### src/rtl/smul_pkg.sv
// Shared types and widths for the signed dot-product sequencer.
package smul_pkg;

  localparam int MUL_W         = 4;
  localparam int PROD_W        = 8;
  localparam int ACC_W_DEFAULT = 12;

  typedef enum logic [1:0] {
    ST_IDLE,
    ST_ISSUE,
    ST_WAIT,
    ST_OUT
  } state_t;

endpackage

### src/rtl/sdot_seq_sacc.sv
// Dot-product accumulator and term counter; cleared once a result is consumed.
module sacc
  import smul_pkg::*;
#(
  parameter int N_TERMS = 4,
  parameter int ACC_W   = ACC_W_DEFAULT
) (
  input  logic              clk,
  input  logic              reset,
  input  logic              clr,
  input  logic              add_en,
  input  logic [PROD_W-1:0] product,
  output logic [ACC_W-1:0]  acc,
  output logic              last
);

  localparam int CNT_W = $clog2(N_TERMS + 1);

  logic [CNT_W-1:0] term_cnt;
  logic [ACC_W-1:0] product_ext;

  assign product_ext = {{(ACC_W - PROD_W){product[PROD_W-1]}}, product};

  always_ff @(posedge clk or negedge reset) begin
    if (!reset) begin
      acc      <= '0;
      term_cnt <= '0;
    end else if (clr) begin
      acc      <= '0;
      term_cnt <= '0;
    end else if (add_en) begin
      acc      <= acc + product_ext;
      term_cnt <= term_cnt + 1'b1;
    end
  end

  // Evaluated before the increment, so it flags the final term of a result.
  assign last = (term_cnt == CNT_W'(N_TERMS - 1));

endmodule

### src/rtl/sdot_seq.sv
// Signed dot-product sequencer driving an external shift-add multiplier.
// state | meaning: IDLE accept pair | ISSUE start pulse | WAIT await product | OUT hold result
module sdot_seq
  import smul_pkg::*;
#(
  parameter int N_TERMS = 4,
  parameter int ACC_W   = ACC_W_DEFAULT
) (
  input  logic              clk,
  input  logic              reset,
  input  logic              in_valid,
  output logic              in_ready,
  input  logic [MUL_W-1:0]  in_a,
  input  logic [MUL_W-1:0]  in_b,
  output logic              mul_start,
  output logic [MUL_W-1:0]  mul_word1,
  output logic [MUL_W-1:0]  mul_word2,
  input  logic [PROD_W-1:0] mul_product,
  input  logic              mul_ready,
  output logic              out_valid,
  input  logic              out_ready,
  output logic [ACC_W-1:0]  out_sum
);

  state_t           state, state_nxt;
  logic [MUL_W-1:0] op_a, op_b;
  logic             wait_first;
  logic             accept, done, clr, last;
  logic [ACC_W-1:0] acc;

  always_ff @(posedge clk or negedge reset) begin
    if (!reset) begin
      state      <= ST_IDLE;
      op_a       <= '0;
      op_b       <= '0;
      wait_first <= 1'b0;
    end else begin
      state      <= state_nxt;
      wait_first <= (state == ST_ISSUE);
      if (accept) begin
        op_a <= in_a;
        op_b <= in_b;
      end
    end
  end

  always_comb begin
    state_nxt = state;
    in_ready  = 1'b0;
    mul_start = 1'b0;
    out_valid = 1'b0;
    accept    = 1'b0;
    done      = 1'b0;
    clr       = 1'b0;
    case (state)
      ST_IDLE: begin
        // Gated by reset so nothing is offered while the multiplier is held.
        in_ready = mul_ready & reset;
        if (in_valid && in_ready) begin
          accept    = 1'b1;
          state_nxt = ST_ISSUE;
        end
      end
      ST_ISSUE: begin
        mul_start = 1'b1;
        state_nxt = ST_WAIT;
      end
      ST_WAIT: begin
        // mul_ready still reflects the previous idle state in the first cycle.
        if (!wait_first && mul_ready) begin
          done      = 1'b1;
          state_nxt = last ? ST_OUT : ST_IDLE;
        end
      end
      ST_OUT: begin
        out_valid = 1'b1;
        if (out_ready) begin
          clr       = 1'b1;
          state_nxt = ST_IDLE;
        end
      end
      default: state_nxt = ST_IDLE;
    endcase
  end

  assign mul_word1 = op_a;
  assign mul_word2 = op_b;
  assign out_sum   = out_valid ? acc : '0;

  sacc #(
    .N_TERMS(N_TERMS),
    .ACC_W  (ACC_W)
  ) u_sacc (
    .clk    (clk),
    .reset  (reset),
    .clr    (clr),
    .add_en (done),
    .product(mul_product),
    .acc    (acc),
    .last   (last)
  );

endmodule

### config.mk
export PLATFORM = sky130hd
export DESIGN_NAME = sdot_seq
export DESIGN_NICKNAME = d
export VERILOG_FILES = /design/src/rtl/smul_pkg.sv /design/src/rtl/sdot_seq_sacc.sv /design/src/rtl/sdot_seq.sv
export SDC_FILE = /design/constraint.sdc
export NUM_CORES = 1
export LEC_CHECK = 0
export CAP_MARGIN = 40
export CELL_PAD_IN_SITES_DETAIL_PLACEMENT = 0
export CELL_PAD_IN_SITES_GLOBAL_PLACEMENT = 1
export CORE_MARGIN = 2
export CORE_UTILIZATION = 47
export DETAILED_ROUTE_END_ITERATION = 8
export DONT_BUFFER_PORTS = 1
export PLACE_DENSITY_LB_ADDON = 0.1
export SLEW_MARGIN = 0
export SYNTH_ARGS = -nofsm -noshare
export SYNTH_HDL_FRONTEND = slang
export SYNTH_SLANG_ARGS = --single-unit
### constraint.sdc
create_clock -name clk -period 2.1 [get_ports clk]
set_input_delay 0.105 -clock clk [delete_from_list [all_inputs] [get_ports clk]]
set_output_delay 0.105 -clock clk [all_outputs]
set_load 0.01 [all_outputs]
### Yosys cells after proc, flatten, opt, wreduce, memory -nomap -nowiden

Index checks and enable logic that the tools add are counted.

| storage, ports and cells | value |
|---|---|
| register bits after elaboration | 26 |
| input bits | 21 |
| logic and storage cells | 41 |

| operators by class | value |
|---|---|
| $add $sub $neg | 2 |
| equal/unequal tests | 7 |
| multiplexer cells | 19 |
| bitwise operators | 1 |
| reductions and logical operators | 6 |

Operator list:

| kind | number |
|---|---|
| $mux W12 | 3 |
| $add A12 B12 Y12 | 1 |
| $mux W1 | 9 |
| $mux W2 | 4 |
| $pmux W2 S4 | 1 |
| $mux W3 | 2 |
| $ne A2 B2 Y1 const B | 3 |
| $eq A2 B2 Y1 const B | 2 |
| $add A3 B1 Y3 const B | 1 |
| $eq A3 B2 Y1 const B | 1 |
| $reduce_and A3 Y1 | 1 |
| $eq A2 B1 Y1 const B | 1 |
| $logic_and A1 B1 Y1 | 2 |
| $logic_not A2 Y1 | 1 |
| $reduce_bool A2 Y1 | 1 |
| $and A1 B1 Y1 | 1 |
| $logic_not A1 Y1 | 1 |

### Depth between registers and ports, before layout

Gate-level depths: netlist of run 1.

| logic depth | value |
|---|---|
| word-level depth | 6 |
| mapped depth | 9 |

### Cells and area by module

From an unflattened synthesis of run 1, not the netlist that was laid out.

| second synthesis, totals | value |
|---|---|
| cells, all modules | 176 |
| area total of the unflattened synthesis | 1735.4 um^2 |

By module, submodules not included:

| module | times used | cells each | area each (um^2) |
|---|---|---|---|
| sacc | 1 | 129 | 1187.4 |
| sdot_seq | 1 | 47 | 548.0 |

### Worst setup path before layout of run 1

No wires, ideal clock.

| path | value |
|---|---|
| path kind | register -> register |
| from | reg u_sacc.acc[0] |
| to | reg u_sacc.acc[10] |
| data arrival time | 1715 ps |
| data required time | 1979 ps |
| setup slack | 264 ps |
| cell stages (with the launch flop) | 10 |
| buffers on the path | 0 |
| cells stage by stage | dfrtp_1 > ha_1 > inv_1 > fa_1 > nand2b_1 > a21oi_1 > a211oi_2 > o21ai_1 > xor2_1 > a22o_1 |

| between the ends | value |
|---|---|
| word-level cells in the longest chain between the ends | 3 |

RTL lines:

| element | RTL line | RTL |
|---|---|---|
| start: declaration | sdot_seq_sacc.sv:13 | `output logic [ACC_W-1:0] acc,` |
| start signal: assignment | sdot_seq_sacc.sv:32 | `acc <= acc + product_ext;` |
| $add A12 B12 Y12 | sdot_seq_sacc.sv:32 |  |
| $mux W12 | sdot_seq_sacc.sv:31 | `end else if (add_en) begin` |
| $mux W12 | sdot_seq_sacc.sv:28 | `end else if (clr) begin` |

No other way between the ends. The select of a mux whose other input is x is not followed.
A chain may end at the register's enable or synchronous reset.

### Worst setup path after layout of run 1

| path | value |
|---|---|
| from | reg u_sacc.acc[1] |
| to | reg u_sacc.acc[9] |

The elaborated chain is that of the path after synthesis.

==> reports/metrics.cfg, run 1 <==
[synthesis]
synthTopCellsByArea = dfrtp_1 (41%), ha_1 (10%), mux2_2 (5.7%)
yosysMostFrequentCell = dfrtp_1
synth_cells = 152
ys_types = 32
synth_commonest_cells = dfrtp_1 (26), ha_1 (13), and3_1 (12)
ys.warnings.count = 0
yosys_register_bits = 26
synth_edf_count = 0
synth_flop_cell = dfrtp_1
yosysTopAreaCell = dfrtp_1
syn_area_sq_mm = 0.00158
avgSynthCellArea_sq_um = 10.4
synth_fp_nets = 187
seq_area_frac_synth_pct = 41.2
synth_top_area_share_pct = 41.2
async_flop_share_pct = 100

[power]
ir_drop_mv = 0.682
leakagePower_nw = 0.914
power_density_mw_per_mm2 = 1270

[place]
placement.io_buffers = 0
place_inst = 199
gp_congestion = 0.794
dpl.hpwl_um = 2370

[drt]
first_iter_violations = 34
met2_length_um = 1650
vias_per_cell = 5.53
finalWirelength_um = 3320
dr_wl_met3_um = 178
dr_total_vias = 1195
dr.pass1.iters = 4
wl_per_cell_um = 15.4
ant_nets = 0
wl_met1_um = 1480
top_layer = met4
drc_errors = 0

[worst_setup_path]
crit_slowest_cell = dfrtp_1
crit_chain = ha_1 -> a211o_1 -> a21o_1 -> a31oi_2 -> o21ai_1 -> xnor2_1 -> mux2i_1
crit_buf_inv = 0
critPathRequiredTime_ns = 2.32
timing_worst_setup_path_type = reg2reg
critPathCaptureType = flip-flop
start_kind = flip-flop
cp.arrival_ns = 2.16
critPathTopFamily = compound AO/OA/AOI/OAI gates
slowest_delay_ns = 0.43
crit_fanout = 3

[outcome]
status = finished, final reports clean

[sta]
finalCritPeriodShare_pct = 92.4
rsz0062_at_grt = no
relSlewSlack_pct = 63.6
skew_ns = 0.00769
min_period_ns = 1.94
setup_tns_ns = 0
slew_violations = 0
hold_violations = 0
finalSetupViolations = 0
worst_pin_slew_ns = 0.546
clock.fmax_mhz = 515

[cts]
cts_tree = built
clockBufferDepth = 2
root_buffer = clkbuf_4
cts_buffers = 3
cts.sinks = 26
clk_latency_ns = 0.33
htreeDepth = 1
path_clk_slew_ns = 0.15

[floorplanning]
die_y_um = 61.9
rows = 21
core_sq_mm = 0.00328
io_pins = 44
die-area_sq_mm = 0.00384
start_util_pct = 48.0
die_x_um = 61.9

[grt]
globalRouteOverflowTotal = 0
antenna_found_initial = 0
grt_pass1_vias = 1126
grt_usage_pct = 18.2
grt_max_degree = 27
grt_pass1_wl_um = 5110

[layout]
instances_no_fill = 216
antenna_cells = 0
drive_gt1_share_pct = 15.9
area_growth_pct = 19.0
fin_nets = 206

[hold_path]
worstHoldPathType = in2reg

[flow_run]
maxCapViolations = 0

[cell type report]
type	instances	area [sq um]
Clock buffer	3	22.5
Clock inverter	1	30.0
Fill cell	300	1410
Inverter	5	18.8
Multi-Input combinational cell	116	915
Sequential cell	26	651
Tap cell	46	57.6
Timing Repair Buffer	19	183
[stage by stage]
step	hold slack [ns]	area (sq um)	setup slack, ns	utilization [%]	total power [W]
global placement	-0.190	1670	0.170	50.9	0.00197
finish	0.0674	1880	0.159	57.1	0.00238
floorplan	-0.191	1580	0.264	-	0.00176
global route	0.0544	1880	0.0400	57.1	0.00261
detailed placement	-0.190	1670	0.123	50.9	0.00199
CTS	0.0378	1860	0.111	56.5	0.00238
[report_power, final]
| group | switching [W] | internal, W |
|---|---|---|
| logic | 0.000540 | 0.000578 |
| registers | 0.000203 | 0.000711 |
| clock network | 0.000157 | 0.000193 |
| total | 0.000900 | 0.00148 |
[cells by family after synthesis]
| group | synth area share, % |
|---|---|
| xor+xnor | 5.55 |
| flops | 41.2 |
| mux | 8.88 |
| simple gates | 14.6 |
| buf+inv | 2.62 |
| fa+ha+maj | 11.6 |
| compound gates | 15.5 |
[routing by layer]
layer | up-vias | track usage (%)
met2 | 29 | 30.1
met3 | 2 | 4.14
li1 | 588 | -
met4 | 0 | 6.38
met5 | - | 0
met1 | 576 | 23.4
[sequential cells by signal, indices dropped and copies added, names as in the netlist]
signal and cells:
mul_word2 4, u_sacc.term_cnt 3, mul_word1 4, wait_first 1, state 2, u_sacc.acc 12
[placed cells by master, fill, tap and decap left out, types with 4 or more instances in the layout]
| cell | instances |
|---|---|
| dfrtp_1 | 26 |
| and3_1 | 12 |
| ha_1 | 12 |
| nand2_1 | 11 |
| nor2_1 | 11 |
| dlygate4sd3_1 | 11 |
| mux2_2 | 8 |
| a22o_1 | 7 |
| a21oi_1 | 7 |
| xnor2_1 | 7 |
| buf_4 | 7 |
| inv_1 | 5 |
| mux2i_1 | 5 |
| a21o_1 | 4 |
| a211oi_1 | 4 |
| o21ai_1 | 4 |
[path summary, 6_finish.rpt]
| check | startpoint | end | slack (ns) | cells past startpoint |
|---|---|---|---|---|
| worst max-delay path | u_sacc.acc[1]$_DFFE_PN0P_ | u_sacc.acc[9]$_DFFE_PN0P_ | 0.16 | 7 |
| worst min-delay path | mul_product[0] | u_sacc.acc[0]$_DFFE_PN0P_ | 0.07 | 3 |
| worst max register to register | u_sacc.acc[1]$_DFFE_PN0P_ | u_sacc.acc[9]$_DFFE_PN0P_ | 0.16 | 7 |
| worst min register to register | u_sacc.acc[11]$_DFFE_PN0P_ | u_sacc.acc[11]$_DFFE_PN0P_ | 0.48 | 1 |
| max in group asynchronous | reset | mul_word1[0]$_DFFE_PN0P_ | 1.76 | 2 |
| min in group asynchronous | reset | u_sacc.acc[10]$_DFFE_PN0P_ | 0.19 | 2 |
[worst reg2reg max path, cell delays in order (launching register included)]
cell and delay [ns]:
dfrtp_1 0.43, ha_1 0.30, a211o_1 0.32, a21o_1 0.22, a31oi_2 0.24, o21ai_1 0.10, xnor2_1 0.14, mux2i_1 0.08
[timing repair]
action / in CTS / in global routing
endpoints found under the setup margin: 0 / 2
setup buffers: 0 / 1
gates resized for setup: 0 / 3
endpoints found under the hold margin: 37 / 0
hold buffers: 12 / 0
Power figures use the tool's default switching activity.
==> run 2: changes to the inputs <==
--- a/config.mk
+++ b/config.mk
@@ -6,13 +6,12 @@
 export NUM_CORES = 1
 export LEC_CHECK = 0
 export CAP_MARGIN = 40
-export CELL_PAD_IN_SITES_DETAIL_PLACEMENT = 0
-export CELL_PAD_IN_SITES_GLOBAL_PLACEMENT = 1
 export CORE_MARGIN = 2
-export CORE_UTILIZATION = 47
+export CORE_UTILIZATION = 62
 export DETAILED_ROUTE_END_ITERATION = 8
 export DONT_BUFFER_PORTS = 1
-export PLACE_DENSITY_LB_ADDON = 0.1
+export PLACE_DENSITY = 0.78
+export SKIP_LAST_GASP = 1
 export SLEW_MARGIN = 0
 export SYNTH_ARGS = -nofsm -noshare
 export SYNTH_HDL_FRONTEND = slang
==> run 2 against run 1 <==
First-iteration DRC count fell by 18%. Critical endpoint is now u_sacc.acc[8]$_DFFE_PN0P_. Critical path depth grew 2. Worst setup slack got worse by 0.092 ns. Via count is 3.8% higher. Count of clock-buffer cells in the layout unchanged. Clock power barely moved. Final cell count shrank 8.3%.
==> reports/metrics.cfg, run 2 (same netlist as run 1, synthesis figures left out) <==
[grt]
globalRouteOverflowTotal = 0  ; unchanged
grt_max_degree = 27  ; unchanged
grt_usage_pct = 25.1  ; was 18.2%
antenna_found_initial = 0  ; unchanged
grt_pass1_vias = 1254  ; was 1126
grt_pass1_wl_um = 5330  ; was 5110 um

[worst_setup_path]
r2r_start = u_sacc.acc[0]$_DFFE_PN0P_  ; was u_sacc.acc[1]$_DFFE_PN0P_
critPathCaptureType = flip-flop  ; unchanged
timing_worst_setup_path_type = reg2reg  ; unchanged
crit_slowest_cell = dfrtp_1  ; unchanged
startpoint = u_sacc.acc[0]$_DFFE_PN0P_  ; was u_sacc.acc[1]$_DFFE_PN0P_
critPathRequiredTime_ns = 2.34  ; was 2.32 ns
cp.arrival_ns = 2.27  ; was 2.16 ns
crit_fanout = 3  ; unchanged
crit_buf_inv = 1  ; was 0
critPathTopFamily = adder cells  ; was compound AO/OA/AOI/OAI gates
slowest_delay_ns = 0.41  ; was 0.43 ns
start_kind = flip-flop  ; unchanged
crit_chain = ha_1 -> inv_1 -> fa_1 -> nand2b_1 -> a21oi_2 -> a211oi_2 -> o21ai_1 -> xor2_1 -> a22o_1  ; was ha_1 -> a211o_1 -> a21o_1 -> a31oi_2 -> o21ai_1 -> xnor2_1 -> mux2i_1

[layout]
regMostFlops = u_sacc.acc  ; unchanged
largest_reg_flops = 12  ; unchanged
drive_gt1_share_pct = 14.9  ; was 15.9%
layout_commonest_cell = dfrtp_1  ; unchanged
antenna_cells = 0  ; unchanged
fin_nets = 204  ; was 206
mostFrequentLayoutCells = dfrtp_1 (26), ha_1 (13), and3_1 (12)  ; was dfrtp_1 (26), and3_1 (12), ha_1 (12)
regArea_sq_um = 651  ; unchanged
area_growth_pct = 16.8  ; was 19.0%
fin_util_pct = 75.1  ; was 57.1%
nFillCells = 162  ; was 300
multiInputGateArea_sq_um = 918  ; was 915 sq um

[place]
dp_slack_ns = 0.0878  ; was 0.123 ns
dpl.hpwl_um = 2430  ; was 2370 um
placement.io_buffers = 0  ; unchanged
gp_congestion = 0.879  ; was 0.794

[sta]
hold_violations = 0  ; unchanged
clock.fmax_mhz = 492  ; was 515 MHz
finalCritPeriodShare_pct = 96.8  ; was 92.4%
setup_tns_ns = 0  ; unchanged
worst_pin_slew_ns = 0.520  ; was 0.546 ns
rsz0062_at_grt = yes  ; was no
min_period_ns = 2.03  ; was 1.94 ns
skew_ns = 0.00597  ; was 0.00769 ns
slew_violations = 0  ; unchanged
finalSetupViolations = 0  ; unchanged
relSlewSlack_pct = 65.2  ; was 63.6%
finalWorstSetupSlack_ns = 0.0669  ; was 0.159 ns

[cts]
cts_tree = built  ; unchanged
clk_latency_ns = 0.33  ; about the same
cts.sinks = 26  ; unchanged
htreeDepth = 1  ; unchanged
cts_buffers = 3  ; unchanged
clockBufferDepth = 2  ; unchanged
root_buffer = clkbuf_4  ; unchanged
path_clk_slew_ns = 0.15  ; about the same

[drt]
vias_per_cell = 6.27  ; was 5.53
dr_total_vias = 1241  ; was 1195
dr.pass1.iters = 4  ; unchanged
first_iter_violations = 28  ; was 34
finalWirelength_um = 3570  ; was 3320 um
drc_errors = 0  ; unchanged
ant_nets = 0  ; unchanged
wl_per_cell_um = 18.0  ; was 15.4 um

[floorplanning]
die-area_sq_mm = 0.00296  ; was 0.00384 sq mm
core_sq_mm = 0.00245  ; was 0.00328 sq mm
rows = 18  ; was 21
io_pins = 44  ; unchanged
die_x_um = 54.4  ; was 61.9 um
start_util_pct = 64.3  ; was 48.0%
die_y_um = 54.4  ; was 61.9 um

[outcome]
status = finished, final reports clean  ; unchanged

[flow_run]
maxCapViolations = 0  ; unchanged

[power]
power_w = 0.00245  ; was 0.00238 W
power_density_mw_per_mm2 = 1330  ; was 1270 mW/mm^2
leakagePower_nw = 0.903  ; was 0.914 nW
ir_drop_mv = 0.836  ; was 0.682 mV

[hold_path]
worstHoldPathType = in2reg  ; unchanged
min_from = mul_product[7]  ; was mul_product[0]

## run 2: changes by cell type in the layout (fill, tap and decap cells not counted), sizes merged
cell         before  now
dlygate4sd3      11   10
buf               8    7
## run 2: worst paths after layout
kind / to / slack (ns) / cells past startpoint
max: u_sacc.acc[8]$_DFFE_PN0P_ / 0.07 / 9
min: u_sacc.acc[11]$_DFFE_PN0P_ / 0.03 / 3
max reg2reg: u_sacc.acc[8]$_DFFE_PN0P_ / 0.07 / 9
min reg2reg: u_sacc.acc[11]$_DFFE_PN0P_ / 0.53 / 1
max in group asynchronous: state[0]$_DFFE_PN0P_ / 1.75 / 2
min in group asynchronous: u_sacc.acc[7]$_DFFE_PN0P_ / 0.19 / 2
## run 2: layout make-up
cell class / instances / area share [%]
sequential: 26 / 35.3
clock inverter: 1 / 1.63
inverter: 5 / 1.02
clock buffer: 3 / 1.22
multi-input combinational: 116 / 49.8
timing repair buffer: 17 / 8.96
tap: 30 / 2.04
## run 2: worst register-to-register path, stage by stage, from the launching register on
cell,delay (ns)
dfrtp_1,0.41
ha_1,0.21
inv_1,0.07
fa_1,0.40
nand2b_1,0.21
a21oi_2,0.16
a211oi_2,0.07
o21ai_1,0.17
xor2_1,0.08
a22o_1,0.18
## run 2: layer usage
layer  GRT usage [%]  routed length [um]  vias to the layer above
met5               0                   0                        -
met4            9.58                  38                        0
met3            4.92                 189                        6
met2            45.4                1880                       41
met1            28.9                1470                      604
li1                -                   -                      590
## run 2: repair_timing
action | in CTS | in global routing
hold buffers | 11 | 0
hold endpoints to repair | 37 | 0
endpoints found under the setup margin | 0 | 4
gates resized for setup | 0 | 3
buffers inserted | 0 | 1
## run 2: per-stage QoR
step | cells | instance area (sq um) | hold slack (ns)
after floorplan | 152 | 1580 | -0.191
after global placement | 182 | 1650 | -0.190
after detailed placement | 182 | 1650 | -0.190
after CTS | 197 | 1820 | 0.0108
after global routing | 198 | 1840 | 0.0214
final | 198 | 1840 | 0.0282
## run 2: power by group
part           total [W]  internal (W)  switching (W)
clock           0.000353      0.000193       0.000160
sequential      0.000914      0.000711       0.000203
combinational    0.00118      0.000577       0.000605
